--- config.mk ---
export PLATFORM = sky130hd
export DESIGN_NAME = ibex_register_file_dump_reader_flat
export DESIGN_NICKNAME = d
export VERILOG_FILES = /design/src/rtl/ibex_register_file_dump_reader_if.sv /design/src/rtl/ibex_register_file_dump_reader.sv /design/src/flat_wrapper.sv
export SDC_FILE = /design/constraint.sdc
export NUM_CORES = 1
export LEC_CHECK = 0
export ABC_CLOCK_PERIOD_IN_PS = 1700
export BUFFER_PORTS_ARGS = -buffer_cell sky130_fd_sc_hd__buf_4
export CAP_MARGIN = 20
export CORE_MARGIN = 1.5
export CORE_UTILIZATION = 42
export DETAILED_ROUTE_END_ITERATION = 6
export PLACE_DENSITY_LB_ADDON = 0.15
export SLEW_MARGIN = 25
export SYNTH_ARGS = -nofsm -noshare
export SYNTH_HDL_FRONTEND = slang
export SYNTH_SLANG_ARGS = --single-unit
--- constraint.sdc ---
create_clock -name clk_i -period 1.7 [get_ports clk_i]
set_clock_uncertainty 0.2 [all_clocks]
set_input_delay 0.17 -clock clk_i [delete_from_list [all_inputs] [get_ports clk_i]]
set_output_delay 0.17 -clock clk_i [all_outputs]
set_load 0.02 [all_outputs]
--- src/rtl/ibex_register_file_dump_reader_if.sv ---
// Bus bundle for the register file dump reader: the register file read port
// on one side and the (address, data) beat stream towards the consumer on
// the other. The dump reader drives through the master modport.
interface ibex_register_file_dump_reader_if #(
    parameter int unsigned DataWidth = 32
);
    // register file read port
    logic                 rf_req_o;
    logic                 rf_gnt_i;
    logic [4:0]           raddr_o;
    logic [DataWidth-1:0] rdata_i;

    // beat stream towards the debug/trace consumer
    logic                 out_valid_o;
    logic                 out_ready_i;
    logic [4:0]           out_addr_o;
    logic [DataWidth-1:0] out_data_o;
    logic                 out_last_o;

    modport master (
        output rf_req_o,
        output raddr_o,
        input  rf_gnt_i,
        input  rdata_i,
        output out_valid_o,
        output out_addr_o,
        output out_data_o,
        output out_last_o,
        input  out_ready_i
    );

    modport slave (
        input  rf_req_o,
        input  raddr_o,
        output rf_gnt_i,
        output rdata_i,
        input  out_valid_o,
        input  out_addr_o,
        input  out_data_o,
        input  out_last_o,
        output out_ready_i
    );
endinterface

--- src/rtl/ibex_register_file_dump_reader.sv ---
// Walks the register file through one shared read port and streams each
// register out as an (address, data) beat. A fetch holds the port only until
// it is granted; the captured beat is then held in registers until the
// consumer accepts it, so the port is never held across a consumer stall.
module ibex_register_file_dump_reader #(
    parameter bit          RV32E     = 1'b0,
    parameter int unsigned DataWidth = 32,
    parameter bit          SkipZero  = 1'b1
) (
    input  logic clk_i,
    input  logic rst_i,
    input  logic start_i,
    input  logic abort_i,
    output logic busy_o,
    output logic done_o,
    ibex_register_file_dump_reader_if.master rf_bus
);

    localparam logic [4:0] LastIdx  = RV32E ? 5'd15 : 5'd31;
    localparam logic [4:0] FirstIdx = SkipZero ? 5'd1 : 5'd0;

    typedef enum logic [1:0] {
        ST_IDLE  = 2'd0,
        ST_FETCH = 2'd1,
        ST_SEND  = 2'd2
    } state_e;

    state_e               state_q,    state_d;
    logic [4:0]           index_q,    index_d;
    logic [4:0]           out_addr_q, out_addr_d;
    logic [DataWidth-1:0] out_data_q, out_data_d;
    logic                 out_last_q, out_last_d;
    logic                 done_q,     done_d;

    // Next-state and capture logic; abort takes priority over any progress.
    always_comb begin
        state_d    = state_q;
        index_d    = index_q;
        out_addr_d = out_addr_q;
        out_data_d = out_data_q;
        out_last_d = out_last_q;
        done_d     = 1'b0;

        case (state_q)
            ST_IDLE: begin
                if (start_i) begin
                    state_d = ST_FETCH;
                    index_d = FirstIdx;
                end else begin
                    state_d = ST_IDLE;
                end
            end
            ST_FETCH: begin
                if (abort_i) begin
                    state_d = ST_IDLE;
                    index_d = 5'd0;
                end else if (rf_bus.rf_gnt_i) begin
                    out_data_d = rf_bus.rdata_i;
                    out_addr_d = index_q;
                    out_last_d = (index_q == LastIdx);
                    state_d    = ST_SEND;
                end else begin
                    state_d = ST_FETCH;
                end
            end
            ST_SEND: begin
                if (abort_i) begin
                    // A beat handshaking in this cycle still counts as sent,
                    // but the dump ends here without a completion pulse.
                    state_d = ST_IDLE;
                    index_d = 5'd0;
                end else if (rf_bus.out_ready_i) begin
                    if (out_last_q) begin
                        // Leave before incrementing so the index never wraps.
                        state_d = ST_IDLE;
                        index_d = 5'd0;
                        done_d  = 1'b1;
                    end else begin
                        state_d = ST_FETCH;
                        index_d = index_q + 5'd1;
                    end
                end else begin
                    state_d = ST_SEND;
                end
            end
            default: begin
                state_d = ST_IDLE;
                index_d = 5'd0;
            end
        endcase
    end

    // State, index, beat and completion registers with asynchronous reset.
    always_ff @(posedge clk_i or posedge rst_i) begin
        if (rst_i) begin
            state_q    <= ST_IDLE;
            index_q    <= 5'd0;
            out_addr_q <= 5'd0;
            out_data_q <= '0;
            out_last_q <= 1'b0;
            done_q     <= 1'b0;
        end else begin
            state_q    <= state_d;
            index_q    <= index_d;
            out_addr_q <= out_addr_d;
            out_data_q <= out_data_d;
            out_last_q <= out_last_d;
            done_q     <= done_d;
        end
    end

    // All outputs are decoded from registers only, never from out_ready_i.
    assign busy_o             = (state_q != ST_IDLE);
    assign done_o             = done_q;
    assign rf_bus.rf_req_o    = (state_q == ST_FETCH);
    assign rf_bus.raddr_o     = (state_q == ST_FETCH) ? index_q : 5'd0;
    assign rf_bus.out_valid_o = (state_q == ST_SEND);
    assign rf_bus.out_addr_o  = out_addr_q;
    assign rf_bus.out_data_o  = out_data_q;
    assign rf_bus.out_last_o  = out_last_q;

endmodule
--- src/flat_wrapper.sv ---
// flat-port wrapper written by rule: the top's interface ports become plain ports
module ibex_register_file_dump_reader_flat 
#(
    parameter bit          RV32E     = 1'b0,
    parameter int unsigned DataWidth = 32,
    parameter bit          SkipZero  = 1'b1
)
  (clk_i, rst_i, start_i, abort_i, busy_o, done_o, rf_bus_rf_req_o, rf_bus_raddr_o, rf_bus_rf_gnt_i, rf_bus_rdata_i, rf_bus_out_valid_o, rf_bus_out_addr_o, rf_bus_out_data_o, rf_bus_out_last_o, rf_bus_out_ready_i);
  ibex_register_file_dump_reader_if #(.DataWidth(DataWidth)) rf_bus_i ();
  input  logic clk_i;
  input  logic rst_i;
  input  logic start_i;
  input  logic abort_i;
  output logic busy_o;
  output logic done_o;
  output wire logic [$bits(rf_bus_i.rf_req_o)-1:0] rf_bus_rf_req_o;
  output wire logic [$bits(rf_bus_i.raddr_o)-1:0] rf_bus_raddr_o;
  input wire logic [$bits(rf_bus_i.rf_gnt_i)-1:0] rf_bus_rf_gnt_i;
  input wire logic [$bits(rf_bus_i.rdata_i)-1:0] rf_bus_rdata_i;
  output wire logic [$bits(rf_bus_i.out_valid_o)-1:0] rf_bus_out_valid_o;
  output wire logic [$bits(rf_bus_i.out_addr_o)-1:0] rf_bus_out_addr_o;
  output wire logic [$bits(rf_bus_i.out_data_o)-1:0] rf_bus_out_data_o;
  output wire logic [$bits(rf_bus_i.out_last_o)-1:0] rf_bus_out_last_o;
  input wire logic [$bits(rf_bus_i.out_ready_i)-1:0] rf_bus_out_ready_i;
  assign rf_bus_rf_req_o = rf_bus_i.rf_req_o;
  assign rf_bus_raddr_o = rf_bus_i.raddr_o;
  assign rf_bus_i.rf_gnt_i = rf_bus_rf_gnt_i;
  assign rf_bus_i.rdata_i = rf_bus_rdata_i;
  assign rf_bus_out_valid_o = rf_bus_i.out_valid_o;
  assign rf_bus_out_addr_o = rf_bus_i.out_addr_o;
  assign rf_bus_out_data_o = rf_bus_i.out_data_o;
  assign rf_bus_out_last_o = rf_bus_i.out_last_o;
  assign rf_bus_i.out_ready_i = rf_bus_out_ready_i;
  ibex_register_file_dump_reader #(.RV32E(RV32E), .DataWidth(DataWidth), .SkipZero(SkipZero)) u_core (.clk_i(clk_i), .rst_i(rst_i), .start_i(start_i), .abort_i(abort_i), .busy_o(busy_o), .done_o(done_o), .rf_bus(rf_bus_i));
endmodule
==> results of run 1 <==
==> cell type report <==
class,count,area (µm²)
flip-flops and latches,46,1150
fillers,280,1050
well taps,52,65.1
multi-input cells,80,796
inverters,3,13.8
clock buffers,7,76.3
repair buffers,134,1170
clock inverters,1,30.0
==> state kept, by name (all words and copies together), names as in the netlist <==
| signal | cells |
|---|---|
| u_core.rf_bus.out_addr_o | 5 |
| u_core.state_q | 2 |
| u_core.done_o | 1 |
| u_core.index_q | 5 |
| u_core.rf_bus.out_last_o | 1 |
| u_core.rf_bus.out_data_o | 32 |
==> timing repair <==
action	4_1_cts	5_1_grt
hold buffers	34	0
resized for setup	4	15
pin swaps	0	1
setup endpoints to repair	31	49
setup buffers	1	3
gates cloned	0	2
endpoints found under the hold margin	53	0
==> cell families after synthesis <==
group	Yosys count	synth area share [%]
DFF	46	60.4
muxes	38	22.4
and+or+nand+nor	27	9.12
AOI/OAI and AO/OA	13	4.40
buffers and inverters	8	2.36
adders and majority gates	2	1.31
==> per-layer routing <==
layer  GRT usage [%]  vias up  wire, µm
met4            9.19        0       124
li1                -      749         -
met5               0        -         0
met3            4.62       13       236
met1            21.7      769      1970
met2            35.3       62      2630
==> cell usage in the layout (no fill, tap or decap), drive strengths merged, types with 2 or more instances in the layout <==
master,n
inv,3
nand2b,2
buf,98
or4b,2
clkbuf,9
o21ai,8
dlygate4sd3,34
ha,2
and2,5
mux2,38
nand2,7
dfrtp,46
==> worst max path at each step <==
| stage | slack, ns | endpoint |
|---|---|---|
| 4_1_cts | -0.006 | u_core.rf_bus.out_data_o[18] |
| 5_1_grt | -0.06 | u_core.rf_bus.out_data_o[16] |
| 6_report | 0.001 | u_core.rf_bus.out_data_o[17] |
| 3_5_place_dp | -0.01 | u_core.index_q[1] |
| 2_1_floorplan | -0.03 | u_core.rf_bus.out_addr_o[0] |
| 3_3_place_gp | 0.04 | u_core.rf_bus.out_data_o[7] |
==> report_power, final <==
group | switching [W] | internal [W] | total, W
registers | 0.000208 | 0.00143 | 0.00164
clock network | 0.000347 | 0.000440 | 0.000787
logic | 0.000822 | 0.000925 | 0.00175
total | 0.00138 | 0.00280 | 0.00417
==> worst reg2reg max path, stage by stage, from the launching register on <==
cell       delay, ns
dfrtp_1         0.38
nand2b_4        0.16
nor3b_4         0.20
buf_4           0.17
clkbuf_16       0.16
mux2_2          0.33
==> metrics by stage <==
stage / area (µm²) / hold slack [ns]
global placement: 2720 / -0.00648
finish: 3310 / 0.000171
floorplan: 1950 / 0.0868
detailed placement: 2720 / -0.00272
global route: 3310 / 0.0197
CTS: 3180 / 0.00780
==> results.json, run 1 <==
{
  "avgSynthCellArea_um2": 14.2,
  "timing.rr.end": "u_core.rf_bus.out_data_o[17]",
  "dp.cells": 275,
  "route.detailed.drc": 0,
  "clkSlewWorstSetupHoldPaths_ns": 0.08,
  "vdd_drop_max_mv": 0.910,
  "grt_pass1_wl_mm": 7.70,
  "cp_data_required_time_ns": 1.68,
  "antenna_cells": 0,
  "slew_headroom_pct": 72.5,
  "yosysMostFrequentCell": "dfrtp_1",
  "first_global_vias": 1734,
  "coreArea_mm2": 0.00435,
  "max-cap-violations": 0,
  "path_buf_inv": 2,
  "cts_buffers": 5,
  "cp.depth": 5,
  "hold_end": "u_core.state_q[1]",
  "r2r-start": "u_core.state_q[1]",
  "synthTopCellsByCount": "46 x dfrtp_1, 29 x mux2_2, 9 x mux2_1",
  "worst-setup-path-type": "reg2reg",
  "h-tree-depth": 2,
  "worstHoldStart": "rf_bus_out_ready_i",
  "path_max_fanout": 10,
  "synthArstFlopShare_pct": 100,
  "end_kind": "flip-flop",
  "gp_congestion": 0.851,
  "startpoint": "u_core.state_q[1]",
  "wirelength_mm": 4.95,
  "rows": 24,
  "ctsRootBufferMaster": "clkbuf_8",
  "hp-class": "in2reg",
  "first_pass_iters": 4,
  "fin_crit_sh_pct": 99.9,
  "crit_chain": "nand2b_4 > nor3b_4 > buf_4 > clkbuf_16 > mux2_2",
  "yosys_warnings": 0,
  "cts.sinks": 46,
  "fin_crit_ns": 1.70,
  "r2r_cells": 5,
  "insertion_delay_ns": 0.30,
  "setup_violations": 0,
  "p_leak_nw": 1.59,
  "pre_cts_ws_ns": -0.0131,
  "fmax_mhz": 589,
  "cp.arrival_ns": 1.68,
  "postSynthCellCount": 134,
  "finalPower_w": 0.00417,
  "cp_top_family": "flip-flops",
  "num_io_pins": 85,
  "synth.yosys.seq_area_share_pct": 60.4,
  "synthesis.area_mm2": 0.00191,
  "tightest_slew_ns": 0.412,
  "synth_ff_type": "dfrtp_1",
  "final_core_util_pct": 76.0,
  "yosysUniqueCellTypes": 30,
  "status": "complete, no violations",
  "dp_hpwl_mm": 3.17,
  "r2r_slack_ns": 0.001,
  "synth_edf_count": 0,
  "power_density_mw_per_mm2": 1260,
  "die_x_um": 70.4,
  "via_per_inst": 4.93,
  "antenna_found_initial": 0,
  "final.setup.worst_slack_ns": 0.00121,
  "dieArea_mm2": 0.00495,
  "grt_start_max_net_pins": 22,
  "overflow": 0,
  "initial_core_util_pct": 43.8,
  "start_kind": "flip-flop",
  "synth.largest_area_cell": "dfrtp_1",
  "synth_top_area_share_pct": 60.4,
  "wl_per_cell_um": 15.3,
  "gr-usage-all-layers_pct": 19.7,
  "finalMaxSlewViolations": 0,
  "die_y_um": 70.4,
  "instances_no_fill": 323,
  "ys_top_cells_by_area": "dfrtp_1 60%, mux2_2 17%, mux2_1 5.3%",
  "cts_tree": "built",
  "area_growth_pct": 73.5,
  "cp_slowest_stage_delay_ns": 0.38,
  "setup-tns-final_ns": 0,
  "drive_above_1_share_pct": 59.0,
  "port_buffers": 84,
  "final-hold-violation-count": 0,
  "first_iter_violations": 34,
  "syn_nets": 174,
  "route.vias.total": 1593,
  "fin_nets": 310,
  "ys_ff_latch": 46,
  "slowest_stage": "dfrtp_1",
  "drt.antenna.violating_nets": 0,
  "whs_path_depth": 3,
  "rsz0062_at_grt": "yes",
  "clk_path_buf_depth": 2
}
No activity file was read; power rests on OpenSTA's default activity.
==> run 2: changes to the inputs <==
--- a/config.mk
+++ b/config.mk
@@ -5,11 +5,11 @@
 export SDC_FILE = /design/constraint.sdc
 export NUM_CORES = 1
 export LEC_CHECK = 0
-export ABC_CLOCK_PERIOD_IN_PS = 1700
+export ABC_CLOCK_PERIOD_IN_PS = 2100
 export BUFFER_PORTS_ARGS = -buffer_cell sky130_fd_sc_hd__buf_4
 export CAP_MARGIN = 20
 export CORE_MARGIN = 1.5
-export CORE_UTILIZATION = 42
+export CORE_UTILIZATION = 50
 export DETAILED_ROUTE_END_ITERATION = 6
 export PLACE_DENSITY_LB_ADDON = 0.15
 export SLEW_MARGIN = 25
==> constraint.sdc (replaced) <==
create_clock -name clk_i -period 2.1 [get_ports clk_i]
set_clock_uncertainty 0.2 [all_clocks]
set_input_delay 0.21 -clock clk_i [delete_from_list [all_inputs] [get_ports clk_i]]
set_output_delay 0.21 -clock clk_i [all_outputs]
set_load 0.02 [all_outputs]
==> results.json, run 2 (same netlist as run 1, synthesis figures left out) <==
{
  "gp_congestion": 0.807,
  "largest_reg_flops": 32,
  "fin_crit_ns": 1.92,
  "clkSlewWorstSetupHoldPaths_ns": 0.08,
  "cp_slowest_stage_delay_ns": 0.44,
  "wirelength_mm": 4.57,
  "dieArea_mm2": 0.00419,
  "grt_pass1_wl_mm": 7.80,
  "crit_chain": "nand2b_1 > nor3b_4 > buf_12 > mux2_2",
  "drt.antenna.violating_nets": 0,
  "start_kind": "flip-flop",
  "first_pass_iters": 5,
  "use_met3_pct": 7.12,
  "status": "complete, no violations",
  "dp_hpwl_mm": 2.88,
  "overflow": 0,
  "insertion_delay_ns": 0.30,
  "drive_above_1_share_pct": 50.2,
  "setup_violations": 0,
  "hp-class": "in2reg",
  "setup-tns-final_ns": 0,
  "cp.arrival_ns": 1.91,
  "fin_nets": 296,
  "antenna_found_initial": 0,
  "fmax_mhz": 521,
  "finalInstanceArea_mm2": 0.00306,
  "layout_common_cells": "84 x buf_4, 46 x dfrtp_1, 34 x dlygate4sd3_1",
  "dpl_cell_area_mm2": 0.00261,
  "h-tree-depth": 2,
  "num_io_pins": 85,
  "route.vias.total": 1505,
  "end_kind": "flip-flop",
  "wl_per_cell_um": 15.0,
  "die_y_um": 64.8,
  "cts_setup_buffers": 0,
  "p_leak_nw": 1.49,
  "max-cap-violations": 0,
  "cts_buffers": 5,
  "antenna_cells": 0,
  "seq_area_mm2": 0.00115,
  "coreArea_mm2": 0.00366,
  "gr-usage-all-layers_pct": 24.9,
  "final_common_cell": "buf_4",
  "rows": 22,
  "slowest_stage": "dfrtp_1",
  "first_global_vias": 1596,
  "via_per_inst": 4.93,
  "gr-usage-met1_pct": 33.0,
  "finalMaxSlewViolations": 0,
  "cts_tree": "built",
  "busiest_layer": "met2",
  "area_growth_pct": 60.5,
  "die_x_um": 64.8,
  "initial_core_util_pct": 52.1,
  "multi_input_comb_area_um2": 717,
  "cts.sinks": 46,
  "tightest_slew_ns": 0.500,
  "use_met2_pct": 39.4,
  "first_iter_violations": 70,
  "grt_start_max_net_pins": 40,
  "power_density_mw_per_mm2": 1050,
  "vdd_drop_max_mv": 0.749,
  "path_max_fanout": 39,
  "rsz0062_at_grt": "no",
  "clk_path_buf_depth": 2,
  "cp_data_required_time_ns": 2.09,
  "route.detailed.drc": 0,
  "ctsRootBufferMaster": "clkbuf_8",
  "fin_crit_sh_pct": 91.4,
  "worst-setup-path-type": "reg2reg",
  "final_core_util_pct": 83.6,
  "final-hold-violation-count": 0,
  "slew_headroom_pct": 66.6,
  "fill_cells": 193,
  "port_buffers": 84
}
-- run 2: cell type report --
| cell class | instances | share of cell area (%) |
|---|---|---|
| inverters | 3 | 0.368 |
| repair buffers | 120 | 33.0 |
| multi-input cells | 80 | 23.4 |
| well taps | 48 | 1.96 |
| clock buffers | 8 | 3.60 |
| flip-flops and latches | 46 | 37.6 |
-- run 2: what timing repair did --
item	CTS	global route
endpoints found under the setup margin	0	0
hold buffers	34	0
endpoints found under the hold margin	50	0
gates resized for setup	0	0
-- run 2: path summary, 6_finish.rpt --
kind / start / endpoint / slack, ns / cells after the start
setup / recovery: u_core.state_q[1] / u_core.rf_bus.out_data_o[6] / 0.18 / 4
hold / removal: start_i / u_core.state_q[0] / 0.01 / 3
setup reg to reg: u_core.state_q[1] / u_core.rf_bus.out_data_o[6] / 0.18 / 4
hold reg to reg: u_core.rf_bus.out_data_o[26] / u_core.rf_bus.out_data_o[26] / 0.29 / 1
max in group asynchronous: rst_i / u_core.rf_bus.out_addr_o[4] / 0.95 / 4
min in group asynchronous: rst_i / u_core.rf_bus.out_addr_o[0] / 0.27 / 3
-- run 2: routing by layer --
metal	wire length [µm]	vias to the layer above
met5	0	-
met4	74	0
met3	284	9
met2	2350	56
met1	1860	727
li1	-	713
-- run 2: power breakdown --
part / switching (W) / internal, W
combinational: 0.000635 / 0.000642
clock: 0.000289 / 0.000332
sequential: 0.000168 / 0.00116
-- run 2: critical path, delay by kind of cell (launching register included) --
kind / cells / cell delay (ns)
multiplexers: 1 / 0.37
buffers and inverters: 1 / 0.25
flip-flops: 1 / 0.44
AND/OR/NAND/NOR: 2 / 0.52
-- run 2: per-stage QoR --
stage                     hold WS [ns]  total power, W  worst slack, ns  cells
after detailed placement        0.0229         0.00256            0.181    263
final                           0.0105         0.00322            0.180    305
after global placement         0.00938         0.00251            0.267    263
after floorplan                  0.127         0.00197            0.298    134
after global routing            0.0769         0.00340           0.0817    305
after CTS                      0.00573         0.00323            0.163    305
==> run 3: changes to the inputs <==
--- a/config.mk
+++ b/config.mk
@@ -11,7 +11,7 @@
 export CORE_MARGIN = 1.5
 export CORE_UTILIZATION = 50
 export DETAILED_ROUTE_END_ITERATION = 6
-export PLACE_DENSITY_LB_ADDON = 0.15
+export PLACE_DENSITY = 0.84
 export SLEW_MARGIN = 25
 export SYNTH_ARGS = -nofsm -noshare
 export SYNTH_HDL_FRONTEND = slang
==> results.json, run 3 (same netlist as run 1, synthesis figures left out) <==
{
  "first_iter_violations": 100,
  "grt_pass1_wl_mm": 8.38,
  "layout_common_cells": "85 x buf_4, 46 x dfrtp_1, 34 x dlygate4sd3_1",
  "cts_buffers": 5,
  "largest_reg_flops": 32,
  "via_per_inst": 5.11,
  "port_buffers": 84,
  "multi_input_comb_area_um2": 717,
  "final-hold-violation-count": 0,
  "dpl_cell_area_mm2": 0.00260,
  "start_kind": "flip-flop",
  "fill_cells": 193,
  "dp_hpwl_mm": 3.07,
  "drive_above_1_share_pct": 49.8,
  "fin_crit_ns": 1.97,
  "fin_crit_sh_pct": 94.0,
  "route.detailed.drc": 0,
  "worst-setup-path-type": "reg2reg",
  "initial_core_util_pct": 52.1,
  "fin_nets": 296,
  "cp.arrival_ns": 1.95,
  "gp_congestion": 0.853,
  "coreArea_mm2": 0.00366,
  "antenna_found_initial": 0,
  "num_io_pins": 85,
  "cp_data_required_time_ns": 2.07,
  "overflow": 0,
  "ctsHoldBuffers": 34,
  "power_density_mw_per_mm2": 1040,
  "cts.sinks": 46,
  "grt_start_max_net_pins": 47,
  "antenna_cells": 0,
  "finalInstanceArea_mm2": 0.00302,
  "pre_cts_ws_ns": 0.165,
  "p_leak_nw": 1.47,
  "insertion_delay_ns": 0.29,
  "finalMaxSlewViolations": 0,
  "area_growth_pct": 58.4,
  "ctsRootBufferMaster": "clkbuf_8",
  "clk_path_buf_depth": 2,
  "final.setup.worst_slack_ns": 0.126,
  "max-cap-violations": 0,
  "final_common_cell": "buf_4",
  "path_max_fanout": 39,
  "die_x_um": 64.8,
  "drt.antenna.violating_nets": 0,
  "tightest_slew_ns": 0.565,
  "wl_per_cell_um": 16.4,
  "h-tree-depth": 2,
  "setup-tns-final_ns": 0,
  "clkSlewWorstSetupHoldPaths_ns": 0.07,
  "die_y_um": 64.8,
  "route.vias.total": 1547,
  "cts_tree": "built",
  "first_global_vias": 1725,
  "seq_area_mm2": 0.00115,
  "status": "complete, no violations",
  "first_pass_iters": 4,
  "cts_setup_buffers": 0,
  "cts.repair.resized": 0,
  "end_kind": "flip-flop",
  "fmax_mhz": 507,
  "wirelength_mm": 4.98,
  "hp-class": "in2reg",
  "vdd_drop_max_mv": 0.799,
  "rsz0062_at_grt": "no",
  "setup_violations": 0,
  "gr-usage-all-layers_pct": 27.1,
  "dieArea_mm2": 0.00419,
  "slew_headroom_pct": 62.3,
  "rows": 22
}
-- run 3: cell count changes in the layout (fill, tap and decap cells not counted), sizes merged --
cell / before / now
clkbuf: 8 / 6
-- run 3: final cells by class --
class,count,area share (%)
Timing Repair Buffer,120,33.1
Clock buffer,6,2.73
Multi-Input combinational cell,80,23.7
Sequential cell,46,38.1
Tap cell,48,1.99
Inverter,3,0.373
-- run 3: path summary, 6_finish.rpt --
check	from	endpoint	slack [ns]	depth (start not counted)
worst max-delay path	u_core.state_q[1]	u_core.rf_bus.out_data_o[6]	0.13	4
worst min-delay path	start_i	u_core.state_q[0]	0.02	3
worst max register to register	u_core.state_q[1]	u_core.rf_bus.out_data_o[6]	0.13	4
worst min register to register	u_core.rf_bus.out_data_o[29]	u_core.rf_bus.out_data_o[29]	0.30	1
max in group asynchronous	rst_i	u_core.rf_bus.out_data_o[11]	0.89	4
min in group asynchronous	rst_i	u_core.rf_bus.out_data_o[26]	0.43	4
-- run 3: per-stage QoR --
step	power, W	util [%]	instances	hold WS [ns]
floorplan	0.00197	-	134	0.127
global placement	0.00251	71.0	263	0.178
detailed placement	0.00256	71.0	263	0.198
CTS	0.00312	82.5	303	0.00655
global route	0.00330	82.5	303	0.0668
finish	0.00313	82.5	303	0.0159
-- run 3: per-layer routing --
metal	routed length (µm)	vias up	GRT usage (%)
met2	2830	55	51.3
li1	-	721	-
met3	247	10	6.25
met4	81	0	7.45
met1	1820	761	30.1
met5	0	-	0
-- run 3: power by group --
group | switching, W | internal (W) | total [W]
clock | 0.000260 | 0.000254 | 0.000513
combinational | 0.000643 | 0.000640 | 0.00128
sequential | 0.000179 | 0.00116 | 0.00134
-- run 3: worst max-delay path: stages, from the launching register on --
cell      delay, ns
dfrtp_1        0.45
nand2b_1       0.27
nor3b_4        0.29
buf_12         0.25
mux2_2         0.38
